<file path="config.mk">
export PLATFORM = sky130hd
export DESIGN_NAME = mux_stim_sequencer
export DESIGN_NICKNAME = d
export VERILOG_FILES = /design/src/rtl/mux_seq_pkg.sv /design/src/rtl/mux_stim_sequencer_dwell_counter.sv /design/src/rtl/mux_stim_sequencer.sv
export SDC_FILE = /design/constraint.sdc
export NUM_CORES = 1
export LEC_CHECK = 0
export CAP_MARGIN = 20
export CORE_ASPECT_RATIO = 1.2
export CORE_MARGIN = 2
export CORE_UTILIZATION = 45
export DETAILED_ROUTE_END_ITERATION = 10
export PLACE_DENSITY = 0.8
export SKIP_LAST_GASP = 1
export SYNTH_ARGS = -nofsm -noshare
export SYNTH_HDL_FRONTEND = slang
export SYNTH_SLANG_ARGS = --single-unit
</file>
<file path="constraint.sdc">
create_clock -name clk -period 1.9 [get_ports clk]
set_input_delay 0.285 -clock clk [delete_from_list [all_inputs] [get_ports clk]]
set_output_delay 0.285 -clock clk [all_outputs]
set_load 0.01 [all_outputs]
</file>
<file path="src/rtl/mux_seq_pkg.sv">
// Shared encodings for the mux stimulus sequencer: FSM states and operand slot indices.
package mux_seq_pkg;

  typedef enum logic [1:0] {
    ST_IDLE  = 2'd0,
    ST_LOAD  = 2'd1,
    ST_SWEEP = 2'd2,
    ST_DONE  = 2'd3
  } state_e;

  localparam logic [1:0] IDX_A = 2'd0;
  localparam logic [1:0] IDX_B = 2'd1;
  localparam logic [1:0] IDX_D = 2'd2;
  localparam logic [1:0] IDX_E = 2'd3;

endpackage

</file>
<file path="src/rtl/mux_stim_sequencer_dwell_counter.sv">
// Dwell counter: counts 0..DWELL-1 while enabled and flags the last count.
module dwell_counter #(
  parameter int unsigned DWELL = 4
) (
  input  logic clk,
  input  logic rst,
  input  logic clr,
  input  logic en,
  output logic tick
);

  localparam int unsigned CNT_W = (DWELL > 1) ? $clog2(DWELL) : 1;
  localparam logic [CNT_W-1:0] CNT_LAST = CNT_W'(DWELL - 1);

  logic [CNT_W-1:0] r_cnt;

  always_ff @(posedge clk) begin
    if (rst || clr) begin
      r_cnt <= '0;
    end else if (en) begin
      r_cnt <= (r_cnt == CNT_LAST) ? '0 : r_cnt + CNT_W'(1);
    end
  end

  // Combinational so the capture happens on the same edge the count wraps.
  assign tick = en && (r_cnt == CNT_LAST);

endmodule

</file>
<file path="src/rtl/mux_stim_sequencer.sv">
// Loads four operands from a word stream, then sweeps the select value and
// captures the select stage's result once per dwell period.
module mux_stim_sequencer
  import mux_seq_pkg::*;
#(
  parameter int unsigned W        = 4,
  parameter int unsigned SEL_W    = 4,
  parameter int unsigned SEL_LAST = 15,
  parameter int unsigned DWELL    = 4
) (
  input  logic             clk,
  input  logic             rst,
  input  logic             start,
  input  logic [W-1:0]     in_data,
  input  logic             in_valid,
  output logic             in_ready,
  output logic [W-1:0]     a,
  output logic [W-1:0]     b,
  output logic [W-1:0]     d,
  output logic [W-1:0]     e,
  output logic [SEL_W-1:0] c,
  input  logic [W-1:0]     q_in,
  output logic [W-1:0]     res_data,
  output logic [SEL_W-1:0] res_sel,
  output logic             res_valid,
  output logic             busy,
  output logic             done
);

  localparam logic [SEL_W-1:0] SEL_END = SEL_W'(SEL_LAST);

  state_e           r_state;
  state_e           w_state_nxt;
  logic [1:0]       r_idx;
  logic [W-1:0]     r_a, r_b, r_d, r_e;
  logic [SEL_W-1:0] r_c;
  logic [W-1:0]     r_res_data;
  logic [SEL_W-1:0] r_res_sel;
  logic             r_res_valid;
  logic             r_in_ready;
  logic             r_busy;
  logic             r_done;
  logic             w_xfer;
  logic             w_last_word;
  logic             w_last_sel;
  logic             w_tick;

  dwell_counter #(
    .DWELL (DWELL)
  ) u_dwell (
    .clk  (clk),
    .rst  (rst),
    .clr  (r_state != ST_SWEEP),
    .en   (r_state == ST_SWEEP),
    .tick (w_tick)
  );

  always_ff @(posedge clk) begin
    if (rst) begin
      r_state <= ST_IDLE;
    end else begin
      r_state <= w_state_nxt;
    end
  end

  always_comb begin
    w_state_nxt = r_state;
    w_xfer      = 1'b0;
    w_last_word = (r_idx == IDX_E);
    w_last_sel  = (r_c == SEL_END);
    case (r_state)
      ST_IDLE: begin
        if (start) w_state_nxt = ST_LOAD;
      end
      ST_LOAD: begin
        w_xfer = in_valid && r_in_ready;
        if (w_xfer && w_last_word) w_state_nxt = ST_SWEEP;
      end
      ST_SWEEP: begin
        if (w_tick && w_last_sel) w_state_nxt = ST_DONE;
      end
      ST_DONE: begin
        w_state_nxt = ST_IDLE;
      end
      default: begin
        w_state_nxt = ST_IDLE;
      end
    endcase
  end

  // Status flags are registered from the next state so they track the state exactly.
  always_ff @(posedge clk) begin
    if (rst) begin
      r_idx       <= '0;
      r_a         <= '0;
      r_b         <= '0;
      r_d         <= '0;
      r_e         <= '0;
      r_c         <= '0;
      r_res_data  <= '0;
      r_res_sel   <= '0;
      r_res_valid <= 1'b0;
      r_in_ready  <= 1'b0;
      r_busy      <= 1'b0;
      r_done      <= 1'b0;
    end else begin
      r_in_ready  <= (w_state_nxt == ST_LOAD);
      r_busy      <= (w_state_nxt != ST_IDLE);
      r_done      <= (w_state_nxt == ST_DONE);
      r_res_valid <= 1'b0;

      if (r_state == ST_IDLE) begin
        r_idx <= '0;
      end

      if (w_xfer) begin
        case (r_idx)
          IDX_A:   r_a <= in_data;
          IDX_B:   r_b <= in_data;
          IDX_D:   r_d <= in_data;
          default: r_e <= in_data;
        endcase
        r_idx <= r_idx + 2'd1;
        if (w_last_word) r_c <= '0;
      end

      // The last select value is held; the sweep never wraps.
      if (w_tick) begin
        r_res_data  <= q_in;
        r_res_sel   <= r_c;
        r_res_valid <= 1'b1;
        if (!w_last_sel) r_c <= r_c + SEL_W'(1);
      end

      if (r_state == ST_DONE) begin
        r_c <= '0;
      end
    end
  end

  assign in_ready  = r_in_ready;
  assign a         = r_a;
  assign b         = r_b;
  assign d         = r_d;
  assign e         = r_e;
  assign c         = r_c;
  assign res_data  = r_res_data;
  assign res_sel   = r_res_sel;
  assign res_valid = r_res_valid;
  assign busy      = r_busy;
  assign done      = r_done;

endmodule

</file>
Word level (Yosys, flattened, before mapping)

Cells that the tools add are included.

Register bits after elaboration: 38
Bits of input ports: 12
Output and inout port bits: 32
Word-level logic and storage cells: 57

Add/sub/neg operators: 3
Eq/ne operators: 11
Multiplexer cells: 13
Bitwise operators: 1
Reductions and logical operators: 15

Operator list:

| cell                                                                  | count |
|---|---|
| 4-bit 2-to-1 mux                                                      | 4 |
| 2-bit equality test, second input constant                            | 6 |
| 2-bit 2-to-1 mux                                                      | 6 |
| 2-bit one-hot mux with 4 select lines                                 | 1 |
| 2-bit AND reduction                                                   | 4 |
| 2-bit by 1-bit equality test with 1-bit output, second input constant | 3 |
| 2-bit by 1-bit adder with 2-bit output, second input constant         | 2 |
| 4-bit by 1-bit adder with 4-bit output, second input constant         | 1 |
| 4-bit equality test, second input constant                            | 1 |
| 1-bit logical AND                                                     | 4 |
| 2-bit logical NOT                                                     | 2 |
| 2-bit nonzero test                                                    | 2 |
| 3-bit OR reduction                                                    | 1 |
| 1-bit 2-to-1 mux                                                      | 2 |
| 2-bit != test, second input constant                                  | 1 |
| 2-bit OR reduction                                                    | 1 |
| 1-bit logical OR                                                      | 1 |
| 1-bit NOT                                                             | 1 |

Depth between registers and ports, before layout

Depth after elaboration: 6
Depth in mapped cells: 5
Mapped depth without buffers: 5

Hierarchy

A second synthesis with hierarchy kept.

Cell total of the unflattened synthesis: 177
Area, all modules: 1606.5 um^2

By module, submodules not included:

| module             | times used | cells each | area an instance (um^2) | seq. area each (um^2) |
|---|---|---|---|---|
| mux_stim_sequencer | 1          | 168        | 1505.2                  | 720.7 |
| dwell_counter      | 1          | 9          | 101.3                   | 40.0 |

Worst setup path after synthesis

No wires, ideal clock.

Path kind: reg-to-reg
Start: reg r_c[0], in the netlist c[0]
End: reg r_c[0], in the netlist c[0]
Setup time: 74 ps
Arrival: 1326 ps
Required time: 1826 ps
Setup slack: 500 ps
Stages on the path, launching flop included: 5
Path buffers: 0
Clock period less this slack: 1400 ps
Cells stage by stage: dfxtp_1 ha_1 and3_1 or4b_1 o21ai_0

Cells in the longest elaborated chain, start to end: 4
Elaborated cells between the ends (all ways): 6
Those cells by class: 1 x add/sub; 1 x eq/ne; 4 x mux

Ends and longest elaborated chain:

| item                                                                           | line                      | source |
|---|---|---|
| start: declaration                                                             | mux_stim_sequencer.sv:36  | `logic [SEL_W-1:0] r_c;` |
| start signal: assignment                                                       | mux_stim_sequencer.sv:132 | `if (!w_last_sel) r_c <= r_c + SEL_W'(1);` |
| branches (longest 3 deep; another with 4-bit by 1-bit adder with 4-bit output) | n/a                       |  |
| 4-bit 2-to-1 mux (*)                                                           | mux_stim_sequencer.sv:128 | `if (w_tick) begin` |

Every way passes the cells marked *.
A chain may end at the register's enable or synchronous reset.

Worst setup path after layout

Start: reg r_c[2], in the netlist c[2]
End: out c[2]

RTL lines:

| item             | line                     | source |
|---|---|---|
| end: declaration | mux_stim_sequencer.sv:21 | `output logic [SEL_W-1:0] c,` |

No word-level cell between the ends.

==> results by group <==
STA
  • TNS Setup: 0 ps
  • Measured slew at the worst slew-check pin: 528 ps
  • Clock skew after layout: 7.74 ps
  • Setup repair after global routing missed its margin: no
  • Minimum period implied by the final worst setup slack: ~1600 ps
  • Final Hold Slack: 445 ps
  • Maximum achievable frequency: just over 0.6 GHz
  • Final setup fails: 0
  • Number of pins exceeding their max-slew limit in the final report: 0
  • Post-route clock period utilization: 0.859
  • Max-Slew Margin vs Limit: 0.647
  • Hold Fails Final Rpt: 0

Die
  • Die width: roughly 58 um
  • Count of standard-cell rows: 23
  • Top-Level Pins: 44
  • Core area: approximately 3300 um^2
  • Starting Density: 0.468
  • Vertical extent of the die: 68.3 um
  • Die footprint: roughly 4000 um^2

CTS
  • Number of buffers on the longest clock path: 2
  • Num Clock Sinks: 38
  • TritonCTS clock tree: done
  • Buffers inserted by post-CTS timing repair: 0
  • Total clock buffers created by CTS: 5
  • Clock latency reported for the late side of the worst-skew pair: 290 ps
  • Count of hold buffers inserted by post-cts repair: 0
  • Number of cells upsized or downsized after cts: 0
  • H-tree levels: 2
  • Clock Root Buffer: clkbuf_8
  • CTS clk-pin slew, worst paths: around 70 ps

Placed design
  • Placed insts: 255
  • GPL Wtd Cong: between 0.7 and 0.8
  • DP Area: 2020 um^2
  • Count of port buffers added during placement: 43
  • HPWL reported at the end of detailed placement: 2510 um

Drt
  • Detailed Route Iter0 Violations: 35
  • Highest layer used for signal routing: met4
  • Post-route DRC: 0
  • Post-Route M1 WL: 1500 um
  • Post-Route WL: about 3500 um
  • Sum of met3 wire segment lengths after detailed routing: 170 um
  • Average wire per standard cell: 13.4 um
  • Final antenna-violating net count: 0
  • DR vias/cell: 5.41
  • DR pass1 iterations: 6
  • Met2 layer wire length in the routed design: between 1500 and 2000 um
  • Total number of vias: about 1400

Synth
  • Nets in the synthesized netlist: 198
  • Netlist area before placement: between 1500 and 2000 um^2
  • Dominant register cell in the synthesized netlist: dfxtp_1
  • Sequential fraction of the synthesis area: 0.491
  • Share of flip-flops with an asynchronous set or reset after synthesis: 0
  • Seq cells post-synth: 38
  • Synth area leader: dfxtp_1
  • Average instance area after synthesis: 8.61 um^2
  • Number of warnings reported in the yosys synthesis log: 0
  • Number of synthesized flops with an enable pin: 0
  • Count of distinct cell types in the synthesized netlist: 31
  • Area contributors post-synth: dfxtp_1, a21oi_1, o21ai_0
  • Gate count after technology mapping: between 150 and 200
  • Area share of the largest cell type after synthesis: 0.491

Power and ir drop
  • Switching power share of the total: 0.220
  • Internal cell power: ~1.1 mW
  • IR Drop Worst-Case VDD: 0.517 mV
  • Areal power density over the cells: 690 nW/um^2
  • Net switching power of the design: ~320 uW
  • Part of the total power dissipated in combinational logic: 0.054
  • Static Leak: 0.769 nW
  • Part of the total power dissipated in sequential elements: 0.557
  • Relative contribution of the clock network to total power: 0.389

Critical path
  • Type of the worst setup path: reg -> out
  • Required @ worst endpoint: 1620 ps
  • Worst Path Arrival: 1350 ps
  • Register-to-register setup slack: 410 ps
  • Largest delay contributor family on the critical path: buffers and inverters
  • Element type at the critical path end: output pin
  • CP Max Fanout: 8
  • FF-to-FF End: a[2]
  • Biggest cell delay along the critical path: 590 ps
  • Critical path, cell by cell: clkdlybuf4s50_1
  • Sum of buffers and inverters on the critical path: 1
  • Cell depth of the worst flop-to-flop path: 3
  • Cell with the largest stage delay on the worst path: clkdlybuf4s50_1
  • Element type at the critical path start: flip-flop
  • RR Startpoint: r_state[1]

Layout
  • Syn-to-layout area delta: 36.3%
  • Share of cells above drive strength 1: 0.0619
  • Total inserted antenna cells: 0
  • Fin cells: 263
  • Post-layout instance area: about 2100 um^2
  • Final layout net count: ~240

Min path
  • Worst hold path cell count: 1
  • Kind of path behind the tightest hold check: reg -> reg
  • Startpoint of the lowest-slack hold path: u_dwell.r_cnt[0]
  • Endpoint, Worst Hold: u_dwell.r_cnt[0]

Run
  • Max-cap check violation count: 0

Global routing
  • All-Layer GR Usage: 0.186
  • Wire length of the first global-routing pass: between 5000 and 6000 um
  • Number of global-route vias before repair: 1308
  • Pin count of the biggest net entering global routing: 22
  • Gr ovfl total: 0
  • Number of antenna violations at the first check in global routing: 0

Status
  • Result of the run: completed
final cells by class:
class,instances,area (um^2)
fill,281,1200
sequential,38,761
multi-input combinational,124,716
timing repair buffer,48,468
clock buffer,7,86.3
tap,37,46.3
inverter,8,30.0
clock inverter,1,5.00
stage by stage:
stage,worst slack (ps),total power [mW],utilization
after floorplan,500,0.859,-
after global placement,228,0.906,0.611
after detailed placement,179,0.908,0.611
after CTS,263,1.47,0.638
after global routing,211,1.51,0.638
final,268,1.46,0.638
cells in the mapped netlist, types with 2 or more instances:
library cell and n:
nand2_1 22, ha_1 6, buf_2 4, and4b_1 2
nor2_1 5, dfxtp_1 38, inv_1 8, o21ai_0 23
a21oi_1 28, nand4b_1 2, clkbuf_1 6, a21boi_0 2
nand3_1 16
worst max path at each step:
stage | from | end | slack, ps | depth (start not counted)
2_1_floorplan | c[0] | c[0] | 500 | 4
3_3_place_gp | in_valid | c[3] | 230 | 4
3_5_place_dp | in_valid | a[2] | 180 | 4
4_1_cts | c[2] | c[2] | 260 | 1
5_1_grt | c[2] | c[2] | 210 | 1
6_report | c[2] | c[2] | 270 | 1
state kept, by name (all words and copies together) (netlist names):
name	count
a	4
c	4
r_state	2
in_ready	1
u_dwell.r_cnt	2
r_idx	2
res_data	4
d	4
e	4
res_valid	1
res_sel	4
busy	1
b	4
done	1
power by group through the flow:
stage / registers [mW] / clock network (mW) / logic (mW)
after global routing: 0.813 / 0.613 / 0.0846
final: 0.811 / 0.567 / 0.0788
after CTS: 0.811 / 0.577 / 0.0787
after global placement: 0.829 / 0 / 0.0772
after floorplan: 0.828 / 0 / 0.0309
after detailed placement: 0.830 / 0 / 0.0780
per-layer routing:
layer / vias to the layer above / global-route usage
met4: 0 / 0.125
met5: - / 0
met3: 9 / 0.0567
li1: 722 / -
met1: 650 / 0.203
met2: 42 / 0.310
placed cells by master, fill, tap and decap left out, types with 2 or more instances in the layout:
cell type	count
and4b_1	2
clkbuf_8	6
a21oi_1	28
a21boi_0	2
clkdlybuf4s50_1	43
ha_1	6
nand4b_1	2
inv_1	8
nor2_1	5
buf_4	5
o21ai_0	23
dfxtp_1	38
nand3_1	16
nand2_1	22
cell families (layout without fill, tap and decap cells):
logic type               Yosys count  after routing  share of synthesized area
AO/OA/AOI/OAI                     58             58                      0.201
XOR/XNOR                           1              1                    0.00566
adder cells (fa/ha/maj)            6              6                     0.0485
buffers and inverters             18             64                     0.0469
flip-flops                        38             38                      0.491
multiplexers                       1              1                    0.00727
AND/OR/NAND/NOR                   58             58                      0.200
No activity file was read; power rests on OpenSTA's default activity.
